<file path="src/rtl/cs_sequencer_pkg.sv">
// Shared encodings for the micro-sequencer: next-address select field, FSM states
// and the opcode decode-map shift.
package cs_sequencer_pkg;

  typedef enum logic [2:0] {
    SEL_CONT    = 3'd0,
    SEL_JUMP    = 3'd1,
    SEL_BRZ     = 3'd2,
    SEL_BRN     = 3'd3,
    SEL_DECODE  = 3'd4,
    SEL_CALL    = 3'd5,
    SEL_RET     = 3'd6,
    SEL_MEMWAIT = 3'd7
  } sel_e;

  typedef enum logic [1:0] {
    ST_BOOT = 2'd0,
    ST_RUN  = 2'd1,
    ST_WAIT = 2'd2,
    ST_HALT = 2'd3
  } state_e;

  // Each opcode owns four consecutive control-store words.
  localparam int unsigned DECODE_SHIFT = 2;

endpackage

</file>
<file path="src/rtl/cs_sequencer_if.sv">
// Bundle between the sequencer (master) and the control-store datapath: incrementer,
// microinstruction fields, flags, memory handshake and status outputs.
interface cs_sequencer_if #(
  parameter int unsigned CSAI_DATAWIDTH = 11,
  parameter int unsigned OPCODE_WIDTH   = 8
);
  logic [CSAI_DATAWIDTH-1:0] CS_SEQUENCER_CSAI_InBus;
  logic [2:0]                CS_SEQUENCER_SEL_InBus;
  logic [CSAI_DATAWIDTH-1:0] CS_SEQUENCER_JADDR_InBus;
  logic [OPCODE_WIDTH-1:0]   CS_SEQUENCER_OPCODE_InBus;
  logic                      CS_SEQUENCER_Z_InHigh;
  logic                      CS_SEQUENCER_N_InHigh;
  logic                      CS_SEQUENCER_MEMACK_InHigh;
  logic [CSAI_DATAWIDTH-1:0] CS_SEQUENCER_CSAddress_OutBus;
  logic [CSAI_DATAWIDTH-1:0] CS_SEQUENCER_uPC_OutBus;
  logic                      CS_SEQUENCER_ACK_OutHigh;
  logic                      CS_SEQUENCER_MEMREQ_OutHigh;
  logic                      CS_SEQUENCER_ERROR_OutHigh;
  logic                      CS_SEQUENCER_HALT_OutHigh;

  modport master (
    input  CS_SEQUENCER_CSAI_InBus, CS_SEQUENCER_SEL_InBus, CS_SEQUENCER_JADDR_InBus,
           CS_SEQUENCER_OPCODE_InBus, CS_SEQUENCER_Z_InHigh, CS_SEQUENCER_N_InHigh,
           CS_SEQUENCER_MEMACK_InHigh,
    output CS_SEQUENCER_CSAddress_OutBus, CS_SEQUENCER_uPC_OutBus, CS_SEQUENCER_ACK_OutHigh,
           CS_SEQUENCER_MEMREQ_OutHigh, CS_SEQUENCER_ERROR_OutHigh, CS_SEQUENCER_HALT_OutHigh
  );

  modport slave (
    output CS_SEQUENCER_CSAI_InBus, CS_SEQUENCER_SEL_InBus, CS_SEQUENCER_JADDR_InBus,
           CS_SEQUENCER_OPCODE_InBus, CS_SEQUENCER_Z_InHigh, CS_SEQUENCER_N_InHigh,
           CS_SEQUENCER_MEMACK_InHigh,
    input  CS_SEQUENCER_CSAddress_OutBus, CS_SEQUENCER_uPC_OutBus, CS_SEQUENCER_ACK_OutHigh,
           CS_SEQUENCER_MEMREQ_OutHigh, CS_SEQUENCER_ERROR_OutHigh, CS_SEQUENCER_HALT_OutHigh
  );
endinterface

</file>
<file path="src/rtl/cs_return_stack.sv">
// Micro-subroutine return-address LIFO; pushes when full and pops when empty are ignored.
module cs_return_stack #(
  parameter int unsigned WIDTH = 11,
  parameter int unsigned DEPTH = 4
) (
  input  logic             clk,
  input  logic             rst_n,
  input  logic             push,
  input  logic             pop,
  input  logic [WIDTH-1:0] push_data,
  output logic [WIDTH-1:0] top,
  output logic             full,
  output logic             empty
);
  localparam int unsigned AW = $clog2(DEPTH);

  logic [AW:0]      count_q;
  logic [WIDTH-1:0] mem [DEPTH];
  logic [AW-1:0]    top_idx;

  assign full    = (count_q == (AW+1)'(DEPTH));
  assign empty   = (count_q == '0);
  assign top_idx = count_q[AW-1:0] - AW'(1);
  assign top     = mem[top_idx];

  always_ff @(posedge clk or negedge rst_n) begin
    if (!rst_n) begin
      count_q <= '0;
    end else if (push && !full) begin
      count_q <= count_q + (AW+1)'(1);
    end else if (pop && !empty) begin
      count_q <= count_q - (AW+1)'(1);
    end
  end

  always_ff @(posedge clk) begin
    if (push && !full) begin
      mem[count_q[AW-1:0]] <= push_data;
    end
  end

endmodule

</file>
<file path="src/rtl/cs_sequencer.sv">
// Control-store next-address sequencer (BOOT/RUN/WAIT/HALT).
// Define CS_SEQUENCER_STACK_EN to enable the CALL/RET return stack and fault halting.
module cs_sequencer
  import cs_sequencer_pkg::*;
#(
  parameter int unsigned CSAI_DATAWIDTH = 11,
  parameter int unsigned OPCODE_WIDTH   = 8,
  parameter int unsigned STACK_DEPTH    = 4
) (
  input  logic          CS_SEQUENCER_CLOCK_50,
  input  logic          CS_SEQUENCER_RESET_InLow,
  cs_sequencer_if.master bus
);
  localparam int unsigned W = CSAI_DATAWIDTH;

  state_e         state_q, state_d;
  sel_e           sel;
  logic [W-1:0]   upc_q, addr, csai, jaddr, decode_addr;
  logic           ack, memreq, memack;

  assign sel         = sel_e'(bus.CS_SEQUENCER_SEL_InBus);
  assign csai        = bus.CS_SEQUENCER_CSAI_InBus;
  assign jaddr       = bus.CS_SEQUENCER_JADDR_InBus;
  assign memack      = bus.CS_SEQUENCER_MEMACK_InHigh;
  assign decode_addr = W'(bus.CS_SEQUENCER_OPCODE_InBus) << DECODE_SHIFT;

`ifdef CS_SEQUENCER_STACK_EN
  logic         push, pop, full, empty, fault, error_q;
  logic [W-1:0] top;

  cs_return_stack #(
    .WIDTH (W),
    .DEPTH (STACK_DEPTH)
  ) u_stack (
    .clk       (CS_SEQUENCER_CLOCK_50),
    .rst_n     (CS_SEQUENCER_RESET_InLow),
    .push      (push),
    .pop       (pop),
    .push_data (csai),
    .top       (top),
    .full      (full),
    .empty     (empty)
  );
`endif

  always_comb begin
    state_d = state_q;
    addr    = upc_q;
    ack     = 1'b0;
    memreq  = 1'b0;
`ifdef CS_SEQUENCER_STACK_EN
    push    = 1'b0;
    pop     = 1'b0;
    fault   = 1'b0;
`endif
    unique case (state_q)
      ST_BOOT: begin
        addr    = '0;
        ack     = 1'b1;
        state_d = ST_RUN;
      end
      ST_RUN: begin
        ack = 1'b1;
        unique case (sel)
          SEL_CONT:   addr = csai;
          SEL_JUMP:   addr = jaddr;
          SEL_BRZ:    addr = bus.CS_SEQUENCER_Z_InHigh ? jaddr : csai;
          SEL_BRN:    addr = bus.CS_SEQUENCER_N_InHigh ? jaddr : csai;
          SEL_DECODE: addr = decode_addr;
`ifdef CS_SEQUENCER_STACK_EN
          // A fault keeps addr at uPC so the ROM output freezes with the halt.
          SEL_CALL: begin
            if (full) begin
              fault   = 1'b1;
              state_d = ST_HALT;
            end else begin
              push = 1'b1;
              addr = jaddr;
            end
          end
          SEL_RET: begin
            if (empty) begin
              fault   = 1'b1;
              state_d = ST_HALT;
            end else begin
              pop  = 1'b1;
              addr = top;
            end
          end
`else
          SEL_CALL:   addr = jaddr;
          SEL_RET:    addr = csai;
`endif
          SEL_MEMWAIT: begin
            memreq = 1'b1;
            if (memack) begin
              addr = csai;
            end else begin
              state_d = ST_WAIT;
            end
          end
        endcase
      end
      ST_WAIT: begin
        ack    = 1'b1;
        memreq = 1'b1;
        if (memack) begin
          addr    = csai;
          state_d = ST_RUN;
        end
      end
      ST_HALT: ;
    endcase
  end

  always_ff @(posedge CS_SEQUENCER_CLOCK_50 or negedge CS_SEQUENCER_RESET_InLow) begin
    if (!CS_SEQUENCER_RESET_InLow) begin
      state_q <= ST_BOOT;
      upc_q   <= '0;
    end else begin
      state_q <= state_d;
      upc_q   <= addr;
    end
  end

`ifdef CS_SEQUENCER_STACK_EN
  always_ff @(posedge CS_SEQUENCER_CLOCK_50 or negedge CS_SEQUENCER_RESET_InLow) begin
    if (!CS_SEQUENCER_RESET_InLow) begin
      error_q <= 1'b0;
    end else if (fault) begin
      error_q <= 1'b1;
    end
  end
  assign bus.CS_SEQUENCER_ERROR_OutHigh = error_q;
`else
  assign bus.CS_SEQUENCER_ERROR_OutHigh = 1'b0;
`endif

  assign bus.CS_SEQUENCER_CSAddress_OutBus = addr;
  assign bus.CS_SEQUENCER_uPC_OutBus       = upc_q;
  assign bus.CS_SEQUENCER_ACK_OutHigh      = ack;
  assign bus.CS_SEQUENCER_MEMREQ_OutHigh   = memreq;
  assign bus.CS_SEQUENCER_HALT_OutHigh     = (state_q == ST_HALT);

endmodule

</file>
<file path="src/flat_wrapper.sv">
// flat-port wrapper written by rule: the top's interface ports become plain ports
module cs_sequencer_flat import cs_sequencer_pkg::*;
#(
  parameter int unsigned CSAI_DATAWIDTH = 11,
  parameter int unsigned OPCODE_WIDTH   = 8,
  parameter int unsigned STACK_DEPTH    = 4
)
  (CS_SEQUENCER_CLOCK_50, CS_SEQUENCER_RESET_InLow, bus_CS_SEQUENCER_CSAI_InBus, bus_CS_SEQUENCER_SEL_InBus, bus_CS_SEQUENCER_JADDR_InBus, bus_CS_SEQUENCER_OPCODE_InBus, bus_CS_SEQUENCER_Z_InHigh, bus_CS_SEQUENCER_N_InHigh, bus_CS_SEQUENCER_MEMACK_InHigh, bus_CS_SEQUENCER_CSAddress_OutBus, bus_CS_SEQUENCER_uPC_OutBus, bus_CS_SEQUENCER_ACK_OutHigh, bus_CS_SEQUENCER_MEMREQ_OutHigh, bus_CS_SEQUENCER_ERROR_OutHigh, bus_CS_SEQUENCER_HALT_OutHigh);
  cs_sequencer_if #(.CSAI_DATAWIDTH(CSAI_DATAWIDTH), .OPCODE_WIDTH(OPCODE_WIDTH)) bus_i ();
  input  logic CS_SEQUENCER_CLOCK_50;
  input  logic CS_SEQUENCER_RESET_InLow;
  input wire logic [$bits(bus_i.CS_SEQUENCER_CSAI_InBus)-1:0] bus_CS_SEQUENCER_CSAI_InBus;
  input wire logic [$bits(bus_i.CS_SEQUENCER_SEL_InBus)-1:0] bus_CS_SEQUENCER_SEL_InBus;
  input wire logic [$bits(bus_i.CS_SEQUENCER_JADDR_InBus)-1:0] bus_CS_SEQUENCER_JADDR_InBus;
  input wire logic [$bits(bus_i.CS_SEQUENCER_OPCODE_InBus)-1:0] bus_CS_SEQUENCER_OPCODE_InBus;
  input wire logic [$bits(bus_i.CS_SEQUENCER_Z_InHigh)-1:0] bus_CS_SEQUENCER_Z_InHigh;
  input wire logic [$bits(bus_i.CS_SEQUENCER_N_InHigh)-1:0] bus_CS_SEQUENCER_N_InHigh;
  input wire logic [$bits(bus_i.CS_SEQUENCER_MEMACK_InHigh)-1:0] bus_CS_SEQUENCER_MEMACK_InHigh;
  output wire logic [$bits(bus_i.CS_SEQUENCER_CSAddress_OutBus)-1:0] bus_CS_SEQUENCER_CSAddress_OutBus;
  output wire logic [$bits(bus_i.CS_SEQUENCER_uPC_OutBus)-1:0] bus_CS_SEQUENCER_uPC_OutBus;
  output wire logic [$bits(bus_i.CS_SEQUENCER_ACK_OutHigh)-1:0] bus_CS_SEQUENCER_ACK_OutHigh;
  output wire logic [$bits(bus_i.CS_SEQUENCER_MEMREQ_OutHigh)-1:0] bus_CS_SEQUENCER_MEMREQ_OutHigh;
  output wire logic [$bits(bus_i.CS_SEQUENCER_ERROR_OutHigh)-1:0] bus_CS_SEQUENCER_ERROR_OutHigh;
  output wire logic [$bits(bus_i.CS_SEQUENCER_HALT_OutHigh)-1:0] bus_CS_SEQUENCER_HALT_OutHigh;
  assign bus_i.CS_SEQUENCER_CSAI_InBus = bus_CS_SEQUENCER_CSAI_InBus;
  assign bus_i.CS_SEQUENCER_SEL_InBus = bus_CS_SEQUENCER_SEL_InBus;
  assign bus_i.CS_SEQUENCER_JADDR_InBus = bus_CS_SEQUENCER_JADDR_InBus;
  assign bus_i.CS_SEQUENCER_OPCODE_InBus = bus_CS_SEQUENCER_OPCODE_InBus;
  assign bus_i.CS_SEQUENCER_Z_InHigh = bus_CS_SEQUENCER_Z_InHigh;
  assign bus_i.CS_SEQUENCER_N_InHigh = bus_CS_SEQUENCER_N_InHigh;
  assign bus_i.CS_SEQUENCER_MEMACK_InHigh = bus_CS_SEQUENCER_MEMACK_InHigh;
  assign bus_CS_SEQUENCER_CSAddress_OutBus = bus_i.CS_SEQUENCER_CSAddress_OutBus;
  assign bus_CS_SEQUENCER_uPC_OutBus = bus_i.CS_SEQUENCER_uPC_OutBus;
  assign bus_CS_SEQUENCER_ACK_OutHigh = bus_i.CS_SEQUENCER_ACK_OutHigh;
  assign bus_CS_SEQUENCER_MEMREQ_OutHigh = bus_i.CS_SEQUENCER_MEMREQ_OutHigh;
  assign bus_CS_SEQUENCER_ERROR_OutHigh = bus_i.CS_SEQUENCER_ERROR_OutHigh;
  assign bus_CS_SEQUENCER_HALT_OutHigh = bus_i.CS_SEQUENCER_HALT_OutHigh;
  cs_sequencer #(.CSAI_DATAWIDTH(CSAI_DATAWIDTH), .OPCODE_WIDTH(OPCODE_WIDTH), .STACK_DEPTH(STACK_DEPTH)) u_core (.CS_SEQUENCER_CLOCK_50(CS_SEQUENCER_CLOCK_50), .CS_SEQUENCER_RESET_InLow(CS_SEQUENCER_RESET_InLow), .bus(bus_i));
endmodule
</file>
<file path="config.mk">
export PLATFORM = sky130hd
export DESIGN_NAME = cs_sequencer_flat
export DESIGN_NICKNAME = d
export VERILOG_FILES = /design/src/rtl/cs_sequencer_pkg.sv /design/src/rtl/cs_sequencer_if.sv /design/src/rtl/cs_return_stack.sv /design/src/rtl/cs_sequencer.sv /design/src/flat_wrapper.sv
export SDC_FILE = /design/constraint.sdc
export NUM_CORES = 1
export LEC_CHECK = 0
export CAP_MARGIN = 20
export CORE_MARGIN = 4
export CORE_UTILIZATION = 32
export CTS_CLUSTER_DIAMETER = 30
export DETAILED_ROUTE_END_ITERATION = 8
export GPL_ROUTABILITY_DRIVEN = 0
export PLACE_DENSITY = 0.64
export SLEW_MARGIN = 0
export SYNTH_ARGS = -nofsm -noshare
export SYNTH_HDL_FRONTEND = slang
export SYNTH_SLANG_ARGS = --single-unit
</file>
<file path="constraint.sdc">
create_clock -name CS_SEQUENCER_CLOCK_50 -period 2.05 [get_ports CS_SEQUENCER_CLOCK_50]
set_clock_uncertainty 0.1 [all_clocks]
set_input_delay 0.41 -clock CS_SEQUENCER_CLOCK_50 [delete_from_list [all_inputs] [get_ports CS_SEQUENCER_CLOCK_50]]
set_output_delay 0.41 -clock CS_SEQUENCER_CLOCK_50 [all_outputs]
set_load 0.01 [all_outputs]
</file>
==> results of run 1 <==
power breakdown:
group	internal (mW)	total (mW)	switching (mW)
Sequential	0.377	0.466	0.0890
Clock	0.138	0.258	0.120
Combinational	1.33	2.41	1.09
final cells by class:
class / count / area [µm²]
Clock buffer: 4 / 45.0
Fill cell: 420 / 1910
Inverter: 8 / 33.8
Multi-Input combinational cell: 170 / 1470
Sequential cell: 13 / 327
Tap cell: 70 / 87.6
Timing Repair Buffer: 153 / 1300
cell families (layout without fill, tap and decap cells):
kind of cell    count (synthesis)  in the layout
simple gates                   55             55
xor+xnor                        1              1
other cells                     1              1
buf+inv                        28            165
flops                          13             13
mux                            21             21
compound gates                 89             89
fa+ha+maj                       3              3
worst max-delay path, stage by stage:
cell and delay [ps]:
clkdlybuf4s15_1 200, buf_2 170, a21oi_1 150, and2_1 360
a2111oi_4 130, a221oi_2 280, buf_2 180
per-layer routing:
layer	vias up	part of all wire, %	global-route usage (%)
li1	1100	-	-
met1	1131	41	26.4
met2	110	50	38.1
met3	22	6.8	4.06
met4	0	1.9	6.48
met5	-	0	0
sequential cells by signal, summed over array words and instances, names as in the netlist:
signal                              cells
u_core.state_q                          2
u_core.bus.CS_SEQUENCER_uPC_OutBus     11
placed cells by master, fill, tap and decap left out, types with 4 or more instances in the layout:
master / netlist / routed
a221oi_2: 1 / 8
nand2_1: 19 / 17
dlygate4sd2_1: 0 / 10
clkdlybuf4s50_1: 0 / 36
a22o_1: 6 / 6
o21ai_0: 16 / 7
a21oi_1: 12 / 10
nor2b_1: 6 / 4
mux2_4: 3 / 4
mux2i_1: 8 / 8
inv_1: 7 / 5
mux2_2: 6 / 6
nand3_1: 7 / 7
buf_6: 2 / 13
a22oi_1: 7 / 7
dfrtp_1: 13 / 12
nor2_1: 9 / 8
buf_2: 10 / 14
o21ai_1: 0 / 8
buf_4: 3 / 74
final timing paths:
path                                slack [ps]                                         endpoint                                       startpoint
max in group asynchronous                 1260                    u_core.state_q[0]$_DFFE_PN0P_                         CS_SEQUENCER_RESET_InLow
max reg2reg                                 60                    u_core.state_q[0]$_DFFE_PN0P_                    u_core.state_q[1]$_DFFE_PN0P_
min reg2reg                                500  u_core.bus.CS_SEQUENCER_uPC_OutBus[9]$_DFF_PN0_  u_core.bus.CS_SEQUENCER_uPC_OutBus[9]$_DFF_PN0_
min                                        390  u_core.bus.CS_SEQUENCER_uPC_OutBus[8]$_DFF_PN0_                         CS_SEQUENCER_RESET_InLow
min in group CS_SEQUENCER_CLOCK_50         500  u_core.bus.CS_SEQUENCER_uPC_OutBus[9]$_DFF_PN0_  u_core.bus.CS_SEQUENCER_uPC_OutBus[9]$_DFF_PN0_
max                                       -340             bus_CS_SEQUENCER_CSAddress_OutBus[4]                    bus_CS_SEQUENCER_SEL_InBus[2]
metrics by stage:
step	utilization, %	power [mW]	TNS [ps]	cell area, µm²	hold slack, ps
floorplan	-	1.44	0	1760	14.4
global placement	56.2	2.61	-14510	2910	466
detailed placement	56.2	2.63	-14800	2910	478
CTS	60.3	2.96	-3320	3120	386
global route	63.1	3.36	-4550	3270	400
finish	63.1	3.14	-3580	3270	385
repair_timing:
item / 4_1_cts / 5_1_grt
pin swaps: 25 / 17
resized for setup: 107 / 24
setup buffers: 14 / 5
cloned: 1 / 0
setup endpoints to repair: 18 / 13
==> flow_summary.ini, run 1 <==
[outcome]
outcome = complete, but fails checks
violations = negative setup slack

[synthesis]
synth.avg_cell_area_um2 = 8.21
muxShareOfSynthArea_pct = 13.7
yosys.area.top_type = dfrtp_1
synth_async_sr_flop_share_pct = 100
synth_top_area_share_pct = 18.8
synthXorXnorAreaFrac_pct = 0.505
ys_seq_elements = 13
syn-num-nets = 252
synth-adder-area-share_pct = 2.17
synth_edf_count = 0
synth-compound-area-share_pct = 39.9
syn_area_um2 = 1730
ys_types = 53
yosysWarnings = 0
synth_top_flop_cell = dfrtp_1
synth_area_leaders = dfrtp_1, mux2i_1, o21ai_0
synthCells = 211
yosys.area_share.simple_pct = 16.5
yosysMostFrequentCell = nand2_1
synth_top_family_by_area = compound AO/OA/AOI/OAI gates
yosysSeqAreaShare_pct = 18.8
synth_common_cells = nand2_1, o21ai_0, dfrtp_1

[clocking]
clock_sinks = 13
clk_latency_ps = 250
cts.clk_slew.worst_paths_ps = 70
cts_tree = built
numCtsBuffers = 3
ctsHoldBuffers = 0
htreeDepth = 1
root_buffer = clkbuf_8
clock_path_buffers = 2

[detailed_routing]
avgViaCountPerCell = 5.65
final_antenna_net_count = 0
wl_per_cell_um = 17.6
remaining_drc_errors = 0
drt_wl_total_um = 7350
route.vias.total = 2363
drt_iter0_markers = 208
dr.pass1.iters = 6

[grt]
antenna_found_initial = 0
grt_max_degree = 15
grt_pass1_wl_um = 11200
grtUsageTotal_pct = 21.6
grt_pass1_vias = 2372
overflow = 0

[floorplan]
io_pins = 64
die_x_um = 81.6
die_h_um = 81.6
core-area_um2 = 5170
start_util_pct = 33.5
std_cell_rows = 26
dieArea_um2 = 6660

[sta]
max_freq_mhz = 419
period_share_pct = 116
slew_viol_final = 0
fin_ws_ps = -336
setup_violations = 13
finalHoldViolations = 0
rsz0062_at_grt = true
final.min_clock_period_ps = 2390

[layout]
drive_gt1_share_pct = 46.6
final_nets = 390
syn_to_final_growth_pct = 88.4
stdcell_count = 418
antenna_cells = 0

[worst_setup_path]
crit_fanout = 5
critPathLaunchType = input pin
worstRegToRegCells = 8
path_class = in -> out
crit_path_end_kind = output port
required_ps = 1540
cp_data_arrival_time_ps = 1880

[placement]
numPortBuffers = 62
hpwl_um = 5000
pre_cts_slack_ps = -1060
dp.cells = 394

[pwr]
power_density_nw_per_um2 = 960
max-vdd-ir-drop_mv = 0.533
p_leak_nw = 1.47

[min_path]
hold_class = in -> async

[job]
maxCapViolCount = 0
Note: power is estimated with default switching activity, not from simulation.
==> inputs of run 2 (changes only) <==
--- a/config.mk
+++ b/config.mk
@@ -7,11 +7,11 @@
 export LEC_CHECK = 0
 export CAP_MARGIN = 20
 export CORE_MARGIN = 4
-export CORE_UTILIZATION = 32
+export CORE_UTILIZATION = 45
 export CTS_CLUSTER_DIAMETER = 30
 export DETAILED_ROUTE_END_ITERATION = 8
 export GPL_ROUTABILITY_DRIVEN = 0
-export PLACE_DENSITY = 0.64
+export PLACE_DENSITY = 0.84
 export SLEW_MARGIN = 0
 export SYNTH_ARGS = -nofsm -noshare
 export SYNTH_HDL_FRONTEND = slang
==> run 2 against run 1 <==
Net effect:
- the flow still finishes with violations (negative setup slack)
- sequential share of layout area rose by 0.37 points
- clock power decreased by 2%
- sequential power is 9.9% higher
- core utilization is 23 points higher
- worst setup slack lost 51 ps
- sequential cell count stayed put
- design area shrank 3.2%
- maximum frequency decreased by 2.1%
- register-to-register slack gained 20 ps
- first-iteration DRC count up 73%
- combinational power is 5% higher
- wire length is 14% higher
==> flow_summary.ini, run 2 (synthesized netlist as in run 1, its figures left out) <==
[sta]
period_share_pct = 119
slew_viol_final = 0
fin_ws_ps = -387
max_freq_mhz = 410
fin_tns_setup_ps = -3750
final.min_clock_period_ps = 2440
setup_violations = 12
rsz0062_at_grt = true
finalHoldViolations = 0

[detailed_routing]
drt_iter0_markers = 359
avgViaCountPerCell = 6.67
final_antenna_net_count = 0
wl_per_cell_um = 22.0
drt_wl_total_um = 8400
route.vias.total = 2543
remaining_drc_errors = 0
dr.pass1.iters = 5

[pwr]
pwr-share-seq_pct = 15.6
p_leak_nw = 1.44
p_comb_share_pct = 76.8
switching_share_pct = 43.0
max-vdd-ir-drop_mv = 0.723
intPower_mw = 1.88
power_density_nw_per_um2 = 1040
power_switching_mw = 1.41
clkPwrFrac_pct = 7.7

[layout]
largest_reg_flops = 11
drive_gt1_share_pct = 47.4
design_area_um2 = 3160
antenna_cells = 0
final_cell_mix = buf_4, clkdlybuf4s50_1, buf_2
final_common_cell = buf_4
syn_to_final_growth_pct = 82.4
final_nets = 375
stdcell_count = 381

[placement]
numPortBuffers = 62
hpwl_um = 4770
pre_cts_slack_ps = -1100
dpl_cell_area_um2 = 2800
dp.cells = 363

[worst_setup_path]
r2r_start = u_core.state_q[0]$_DFFE_PN0P_
cp_num_buf_inv = 2
crit_fanout = 5
crit_family = compound AO/OA/AOI/OAI gates
path_cells = ha_4 -> nor2b_4 -> buf_6 -> a22o_1 -> a221o_1 -> o21ai_2 -> a21oi_2 -> buf_2
path_depth = 8
crit_path_end_kind = output port
critPathLaunchType = flop
cp-startpoint = u_core.state_q[0]$_DFFE_PN0P_
cp_data_arrival_time_ps = 1930
path_class = reg -> out
worstRegToRegCells = 9
required_ps = 1540
max_stage_delay_ps = 450
critical-path-slowest-cell = dfrtp_2

[clocking]
clock_sinks = 13
root_buffer = clkbuf_8
cts.clk_slew.worst_paths_ps = 70
cts_tree = built
numCtsBuffers = 3
clock_path_buffers = 2
ctsHoldBuffers = 0
clk_latency_ps = 260
htreeDepth = 1

[outcome]
violations = negative setup slack
outcome = complete, but fails checks

[floorplan]
die_h_um = 70.1
dieArea_um2 = 4910
std_cell_rows = 22
die_x_um = 70.1
io_pins = 64
start_util_pct = 47.0
core-area_um2 = 3690

[grt]
grtUsageTotal_pct = 30.8
overflow = 0
grt_pass1_wl_um = 12200
grt_pass1_vias = 2558
antenna_found_initial = 0
grt_max_degree = 18

[min_path]
hold_class = in -> async

[job]
maxCapViolCount = 0
## run 2: repair_timing
item | 4_1_cts | 5_1_grt
buffers inserted | 7 | 7
cloned | 1 | 0
gates resized for setup | 114 | 36
endpoints found under the setup margin | 17 | 13
pin swaps | 22 | 18
## run 2: metrics by stage
stage                     utilization (%)  total power, mW  hold slack (ps)
after detailed placement             75.9             2.57              483
after global routing                 85.7             3.45              392
final                                85.7             3.29              376
after global placement               75.9             2.51              463
after CTS                            81.6             2.93              387
after floorplan                         -             1.44             14.4
## run 2: per-layer routing
| metal | part of all wire (%) | track usage (%) | vias up |
|---|---|---|---|
| met1 | 35 | 34.6 | 1182 |
| met2 | 48 | 53.1 | 230 |
| met4 | 6.6 | 18.1 | 0 |
| met5 | 0 | 0 | - |
| li1 | - | - | 1070 |
| met3 | 11 | 6.47 | 61 |
## run 2: power groups by stage
stage	sequential [mW]	combinational (mW)	clock, mW
after floorplan	0.522	0.919	0
after global placement	0.472	2.04	0
after detailed placement	0.482	2.09	0
after CTS	0.489	2.18	0.255
after global routing	0.518	2.67	0.262
final	0.512	2.52	0.252
## run 2: path summary, 6_finish.rpt
kind	slack [ps]	to
worst min-delay path	380	u_core.bus.CS_SEQUENCER_uPC_OutBus[8]$_DFF_PN0_
min in group CS_SEQUENCER_CLOCK_50	520	u_core.bus.CS_SEQUENCER_uPC_OutBus[9]$_DFF_PN0_
max in group asynchronous	1260	u_core.state_q[0]$_DFFE_PN0P_
worst max-delay path	-390	bus_CS_SEQUENCER_CSAddress_OutBus[6]
worst min register to register	520	u_core.bus.CS_SEQUENCER_uPC_OutBus[9]$_DFF_PN0_
worst max register to register	80	u_core.bus.CS_SEQUENCER_uPC_OutBus[6]$_DFF_PN0_
## run 2: area by class of cell
class | count | area, µm²
inverter | 8 | 30.0
timing repair buffer | 138 | 1200
multi-input combinational | 170 | 1500
clock buffer | 4 | 45.0
tap | 48 | 60.1
sequential | 13 | 328
fill | 206 | 528
